## config.mk

```make
export PLATFORM = sky130hd
export DESIGN_NAME = mips_fetch_unit_flat
export DESIGN_NICKNAME = d
export VERILOG_FILES = /design/src/rtl/mips_fetch_unit_if.sv /design/src/rtl/mips_fetch_unit.sv /design/src/flat_wrapper.sv
export SDC_FILE = /design/constraint.sdc
export NUM_CORES = 1
export LEC_CHECK = 0
export ABC_AREA = 0
export CORE_MARGIN = 3
export CORE_UTILIZATION = 60
export CTS_CLUSTER_DIAMETER = 200
export DETAILED_ROUTE_END_ITERATION = 8
export PLACE_DENSITY_LB_ADDON = 0.25
export SLEW_MARGIN = 20
export SYNTH_ARGS = -nofsm -noshare
export SYNTH_HDL_FRONTEND = slang
export SYNTH_SLANG_ARGS = --single-unit
```

## constraint.sdc

```tcl
create_clock -name clk -period 12.3 [get_ports clk]
set_clock_uncertainty 0.2 [all_clocks]
set_input_delay 1.23 -clock clk [delete_from_list [all_inputs] [get_ports clk]]
set_output_delay 1.23 -clock clk [all_outputs]
set_load 0.005 [all_outputs]
```

## src/rtl/mips_fetch_unit_if.sv

```systemverilog
// Instruction-memory and decode handshake bundle for mips_fetch_unit.
// master = fetch unit side, slave = memory/decode side.
interface mips_fetch_unit_if #(
  parameter int ADDR_W = 32,
  parameter int INST_W = 32
);
  logic              imem_req_valid;
  logic [ADDR_W-1:0] imem_req_addr;
  logic              imem_req_ready;
  logic              imem_rsp_valid;
  logic [INST_W-1:0] imem_rsp_data;
  logic              inst_valid;
  logic [INST_W-1:0] inst_data;
  logic [ADDR_W-1:0] inst_pc;
  logic              inst_ready;

  modport master (
    output imem_req_valid, imem_req_addr,
    input  imem_req_ready, imem_rsp_valid, imem_rsp_data,
    output inst_valid, inst_data, inst_pc,
    input  inst_ready
  );

  modport slave (
    input  imem_req_valid, imem_req_addr,
    output imem_req_ready, imem_rsp_valid, imem_rsp_data,
    input  inst_valid, inst_data, inst_pc,
    output inst_ready
  );
endinterface

```

## src/rtl/mips_fetch_unit.sv

```systemverilog
// Decoupled MIPS fetch front end: in-order imem requests, DEPTH-entry PC/word queue, redirect and halt.
// Optional misaligned-redirect fault: define MIPS_FETCH_ALIGN_CHECK_EN.
module mips_fetch_unit #(
  parameter int                ADDR_W   = 32,
  parameter int                INST_W   = 32,
  parameter int                DEPTH    = 4,
  parameter logic [ADDR_W-1:0] RESET_PC = '0
) (
  input  logic              clk,
  input  logic              rst_b,
  mips_fetch_unit_if.master bus,
  input  logic              redirect_valid,
  input  logic [ADDR_W-1:0] redirect_target,
  input  logic              halt_req,
  output logic              halted,
  output logic              fault
);

  localparam int                PW         = $clog2(DEPTH);
  localparam int                CW         = PW + 1;
  localparam logic [ADDR_W-1:0] STEP       = ADDR_W'(INST_W / 8);
  localparam logic [ADDR_W-1:0] ALIGN_MASK = ADDR_W'(INST_W / 8 - 1);

  logic [ADDR_W-1:0] fetch_pc, rsp_pc;
  logic [INST_W-1:0] q_data [DEPTH];
  logic [ADDR_W-1:0] q_pc   [DEPTH];
  logic [PW-1:0]     rd_ptr, wr_ptr;
  logic [CW-1:0]     count, outstanding, discard;
  logic              halt_pend;

  logic [CW+1:0]     credit_used;
  logic              req_valid, req_fire, rsp_live, pop, redir, misaligned;
  logic [ADDR_W-1:0] target_eff;
  logic [CW-1:0]     out_next, disc_next;
  logic              halt_pend_next;

  // Every in-flight request (live or stale) and buffered word holds one credit.
  always_comb begin
    credit_used    = (CW+2)'(outstanding) + (CW+2)'(discard) + (CW+2)'(count);
    req_valid      = rst_b && !halt_pend && !halted && (credit_used < (CW+2)'(DEPTH));
    req_fire       = req_valid && bus.imem_req_ready;
    rsp_live       = bus.imem_rsp_valid && (discard == '0);
    pop            = (count != '0) && bus.inst_ready;
    redir          = redirect_valid && !halted;
`ifdef MIPS_FETCH_ALIGN_CHECK_EN
    misaligned     = (redirect_target & ALIGN_MASK) != '0;
`else
    misaligned     = 1'b0;
`endif
    target_eff     = redirect_target & ~ALIGN_MASK;
    halt_pend_next = halt_pend || halt_req || (redir && misaligned);
    if (redir) begin
      out_next  = '0;
      disc_next = discard + outstanding + CW'(req_fire) - CW'(bus.imem_rsp_valid);
    end else begin
      out_next  = outstanding + CW'(req_fire) - CW'(rsp_live);
      disc_next = discard - CW'(bus.imem_rsp_valid && !rsp_live);
    end
  end

  always_comb begin
    bus.imem_req_valid = req_valid;
    bus.imem_req_addr  = fetch_pc;
    bus.inst_valid     = count != '0;
    bus.inst_data      = q_data[rd_ptr];
    bus.inst_pc        = q_pc[rd_ptr];
  end

  // A redirect flushes the queue and voids any same-cycle pop or live write.
  always_ff @(posedge clk or negedge rst_b) begin
    if (!rst_b) begin
      fetch_pc    <= RESET_PC;
      rsp_pc      <= RESET_PC;
      rd_ptr      <= '0;
      wr_ptr      <= '0;
      count       <= '0;
      outstanding <= '0;
      discard     <= '0;
      halt_pend   <= 1'b0;
      halted      <= 1'b0;
      for (int i = 0; i < DEPTH; i++) begin
        q_data[i] <= '0;
        q_pc[i]   <= '0;
      end
    end else begin
      outstanding <= out_next;
      discard     <= disc_next;
      halt_pend   <= halt_pend_next;
      if (halt_pend_next && (out_next == '0) && (disc_next == '0))
        halted <= 1'b1;
      if (redir) begin
        count  <= '0;
        rd_ptr <= '0;
        wr_ptr <= '0;
        if (!misaligned) begin
          fetch_pc <= target_eff;
          rsp_pc   <= target_eff;
        end
      end else begin
        if (req_fire)
          fetch_pc <= fetch_pc + STEP;
        if (rsp_live) begin
          q_data[wr_ptr] <= bus.imem_rsp_data;
          q_pc[wr_ptr]   <= rsp_pc;
          wr_ptr         <= wr_ptr + PW'(1);
          rsp_pc         <= rsp_pc + STEP;
        end
        if (pop)
          rd_ptr <= rd_ptr + PW'(1);
        count <= count + CW'(rsp_live) - CW'(pop);
      end
    end
  end

`ifdef MIPS_FETCH_ALIGN_CHECK_EN
  always_ff @(posedge clk or negedge rst_b) begin
    if (!rst_b)
      fault <= 1'b0;
    else if (redir && misaligned)
      fault <= 1'b1;
  end
`else
  always_comb fault = 1'b0;
`endif

endmodule

```

## src/flat_wrapper.sv

```systemverilog
// flat-port wrapper written by rule: the top's interface ports become plain ports
module mips_fetch_unit_flat 
#(
  parameter int                ADDR_W   = 32,
  parameter int                INST_W   = 32,
  parameter int                DEPTH    = 4,
  parameter logic [ADDR_W-1:0] RESET_PC = '0
)
  (clk, rst_b, redirect_valid, redirect_target, halt_req, halted, fault, bus_imem_req_valid, bus_imem_req_addr, bus_imem_req_ready, bus_imem_rsp_valid, bus_imem_rsp_data, bus_inst_valid, bus_inst_data, bus_inst_pc, bus_inst_ready);
  mips_fetch_unit_if #(.ADDR_W(ADDR_W), .INST_W(INST_W)) bus_i ();
  input  logic clk;
  input  logic rst_b;
  input  logic redirect_valid;
  input  logic [ADDR_W-1:0] redirect_target;
  input  logic halt_req;
  output logic halted;
  output logic fault;
  output wire logic [$bits(bus_i.imem_req_valid)-1:0] bus_imem_req_valid;
  output wire logic [$bits(bus_i.imem_req_addr)-1:0] bus_imem_req_addr;
  input wire logic [$bits(bus_i.imem_req_ready)-1:0] bus_imem_req_ready;
  input wire logic [$bits(bus_i.imem_rsp_valid)-1:0] bus_imem_rsp_valid;
  input wire logic [$bits(bus_i.imem_rsp_data)-1:0] bus_imem_rsp_data;
  output wire logic [$bits(bus_i.inst_valid)-1:0] bus_inst_valid;
  output wire logic [$bits(bus_i.inst_data)-1:0] bus_inst_data;
  output wire logic [$bits(bus_i.inst_pc)-1:0] bus_inst_pc;
  input wire logic [$bits(bus_i.inst_ready)-1:0] bus_inst_ready;
  assign bus_imem_req_valid = bus_i.imem_req_valid;
  assign bus_imem_req_addr = bus_i.imem_req_addr;
  assign bus_i.imem_req_ready = bus_imem_req_ready;
  assign bus_i.imem_rsp_valid = bus_imem_rsp_valid;
  assign bus_i.imem_rsp_data = bus_imem_rsp_data;
  assign bus_inst_valid = bus_i.inst_valid;
  assign bus_inst_data = bus_i.inst_data;
  assign bus_inst_pc = bus_i.inst_pc;
  assign bus_i.inst_ready = bus_inst_ready;
  mips_fetch_unit #(.ADDR_W(ADDR_W), .INST_W(INST_W), .DEPTH(DEPTH), .RESET_PC(RESET_PC)) u_core (.clk(clk), .rst_b(rst_b), .bus(bus_i), .redirect_valid(redirect_valid), .redirect_target(redirect_target), .halt_req(halt_req), .halted(halted), .fault(fault));
endmodule
```

==> metrics.md <==
| Metric | Value |
|---|---|
| Leakage | `7.994 nW` |
| # fillers | `1599` |
| Clock power share | `0.256` |
| Asr flop ratio synth | `1.000` |
| CP Class | `register to output pin` |
| Worst hold path startpoint | `u_core.q_pc[73]` |
| Clk_lat worst skew | `0.51 ns` |
| Area growth from synthesis to layout | `19.93%` |
| Fin crit period | `5.220 ns` |
| Hold Crit Endpoint | `u_core.q_pc[73]` |
| Drt drc | `0` |
| Hold_buf cts | `0` |
| Pint | `3.039 mW` |
| Synth warnings | `0` |
| Period utilization | `0.4244` |
| Crit. End Element | `output pin` |
| Power share of the sequential group | `0.404` |
| NetSw | `1.192 mW` |
| Core area | `0.02446 mm2` |
| CTS tree | `built` |
| Post-place instance area | `0.01681 mm2` |
| Most frequent cells in the layout | `dfrtp_1, mux2_2, clkdlybuf4s50_1` |
| First-pass DRT Iterations | `5` |
| Die width | `164.2 um` |
| Layout cells sized above 1 | `0.3029` |
| Initial antenna violation count | `0` |
| FP Rows | `57` |
| Worst-Margin Slew | `0.9944 ns` |
| Mean post-synth cell area | `13.71 um2` |
| Clock-pin transition on the worst setup and hold timing paths | `0.07 ns` |
| # IOs | `171` |
| RePlAce Congestion | `0.8681` |
| I/O Buffers | `163` |
| CP max FO | `5` |
| GRT Overall Usage | `0.2444` |
| Area of the multi-input gates | `0.006497 mm2` |
| DRT Wirelength | `32060 um` |
| Vias in the first global route | `9955` |
| Library cells used by synthesis | `53` |
| Post-route ant nets | `0` |
| Switch share | `0.2818` |
| DR iter-0 viols | `660` |
| Initial Utilization | `0.6137` |
| Maximum clock rate | `0.1916 GHz` |
| Worst vdd ir | `0.0001301 V` |
| Final nets | `1332` |
| Diodes inserted | `0` |
| Die area | `0.02696 mm2` |
| WHS | `0.2791 ns` |
| Drt wl/cell | `20.23 um` |
| Worst Path Arrival | `3.79 ns` |
| Design Area, Final | `0.01801 mm2` |
| Worst slack, placed | `7.429 ns` |
| Total power | `4.231 mW` |
| Clock Sinks | `323` |
| CP Launch Type | `register` |
| Status | `complete, no violations` |
| Setup Buffers After CTS | `0` |
| Crit Reg-Reg Startpoint | `u_core.discard[0]` |
| R2r setup slk | `7.70 ns` |
| Post-cts sizing count | `0` |
| Mapped Area | `0.01501 mm2` |
| Via count | `9373` |
| Global-route wire length before repair | `52300 um` |
| CP required | `10.87 ns` |
| Slew headroom | `0.3371` |
| Reg2reg path depth | `14` |
| P per Cell Area | `235.0 mW/mm2` |
| Post-synth EDFFs | `0` |
| H-tree levels | `2` |
| Final hold violation count | `0` |
| Combinational share of power | `0.341` |
| Setup violations, final | `0` |
| Most common cell after layout, fill and taps aside | `dfrtp_1` |
| Max Cap Violations | `0` |
| Max Buffers Root-to-Sink | `3` |
| Largest net degree at the start of global routing | `102` |
| R2r endpoint | `u_core.halted` |
| Hold Path Stages | `2` |
| #FFs+latches synth | `323` |
| DP HPWL | `19520 um` |
| Hold Path Class | `register to register` |
| Post-synthesis sequential area ratio | `0.5384` |
| FF+latch area | `0.008088 mm2` |
| GR Overflow Total | `0` |
| Root Driver | `clkbuf_16` |
| Die height | `164.2 um` |
| Vias per inst | `5.914` |
| Synth Flop Type | `dfrtp_1` |
| Num CTS Buffers | `35` |
| RSZ-0062 raised after global routing | `no` |
| Setup TNS | `0 ns` |
| Syn Inst Count | `1095` |
| Final Worst Setup Slack | `7.080 ns` |
| Slew Limit Fails | `0` |
-- worst max-delay path, cell delays in order (launching register included) --
cell             delay [ns]
dfrtp_1                0.41
ha_1                   0.24
fa_1                   0.38
xor2_1                 0.16
ha_1                   0.27
or4b_1                 0.65
a2111oi_2              0.54
clkdlybuf4s50_1        0.63
-- final cells by class --
cell class,count,share of cell area
clock buffer,50,0.05858
timing repair buffer,174,0.09568
tap,324,0.02251
inverter,26,0.005420
sequential,323,0.4492
clock inverter,11,0.007783
multi-input combinational,677,0.3609
-- state kept, by name, summed over array words and instances (netlist names) --
| name | count |
|---|---|
| u_core.wr_ptr | 2 |
| u_core.discard | 3 |
| u_core.q_pc | 120 |
| u_core.outstanding | 3 |
| u_core.halt_pend | 1 |
| u_core.rd_ptr | 2 |
| u_core.rsp_pc | 30 |
| u_core.halted | 1 |
| u_core.q_data | 128 |
| u_core.bus.imem_req_addr | 30 |
| u_core.count | 3 |
-- power groups by stage --
stage | Clock (mW) | Sequential (mW) | Combinational (mW)
global route | 1.15 | 1.76 | 1.58
floorplan | 0 | 1.60 | 0.962
global placement | 0 | 1.70 | 1.42
CTS | 1.10 | 1.71 | 1.47
finish | 1.08 | 1.71 | 1.44
detailed placement | 0 | 1.72 | 1.45
-- metal layers --
| layer | track usage | vias up | part of all wire |
|---|---|---|---|
| li1 | - | 4245 | - |
| met1 | 0.3481 | 4813 | 0.45 |
| met2 | 0.3944 | 271 | 0.48 |
| met3 | 0.04414 | 44 | 0.056 |
| met4 | 0.06190 | 0 | 0.018 |
| met5 | 0 | - | 0 |
-- Yosys cell counts (all sizes together), types with 10 or more instances --
cell type	instances	area (um2)
a21oi	54	270.3
a31oi	10	62.56
buf	35	200.2
clkbuf	37	152.6
dfrtp	323	8083
ha	19	237.7
inv	26	97.59
mux2	229	2579
mux4	62	1396
nand2	46	172.7
nand3	25	130.1
nand4	23	150.1
nor2	50	187.7
o21ai	22	110.1
xnor2	20	175.2
xor2	38	332.8
-- cell families after synthesis --
logic type	count (synthesis)	synth area share
compound gates	100	0.03792
xor+xnor	58	0.03384
fa+ha+maj	24	0.02250
buf+inv	99	0.03067
flops	323	0.5384
mux	292	0.2654
other cells	1	0.0002498
simple gates	198	0.07101
-- how the worst max path moves through the flow --
stage | startpoint | end | cells after the start
2_1_floorplan | u_core.discard[0] | u_core.halted | 14
3_3_place_gp | rst_b | bus_imem_req_valid | 4
3_5_place_dp | rst_b | bus_imem_req_valid | 4
4_1_cts | u_core.outstanding[0] | bus_imem_req_valid | 7
5_1_grt | u_core.outstanding[0] | bus_imem_req_valid | 7
6_report | u_core.discard[0] | bus_imem_req_valid | 7
-- metrics by stage --
step / instances / util
finish: 1585 / 0.7361
global route: 1585 / 0.7361
CTS: 1585 / 0.7359
detailed placement: 1524 / 0.6871
global placement: 1524 / 0.6871
floorplan: 1099 / -
(Power assumes the default switching activity.)
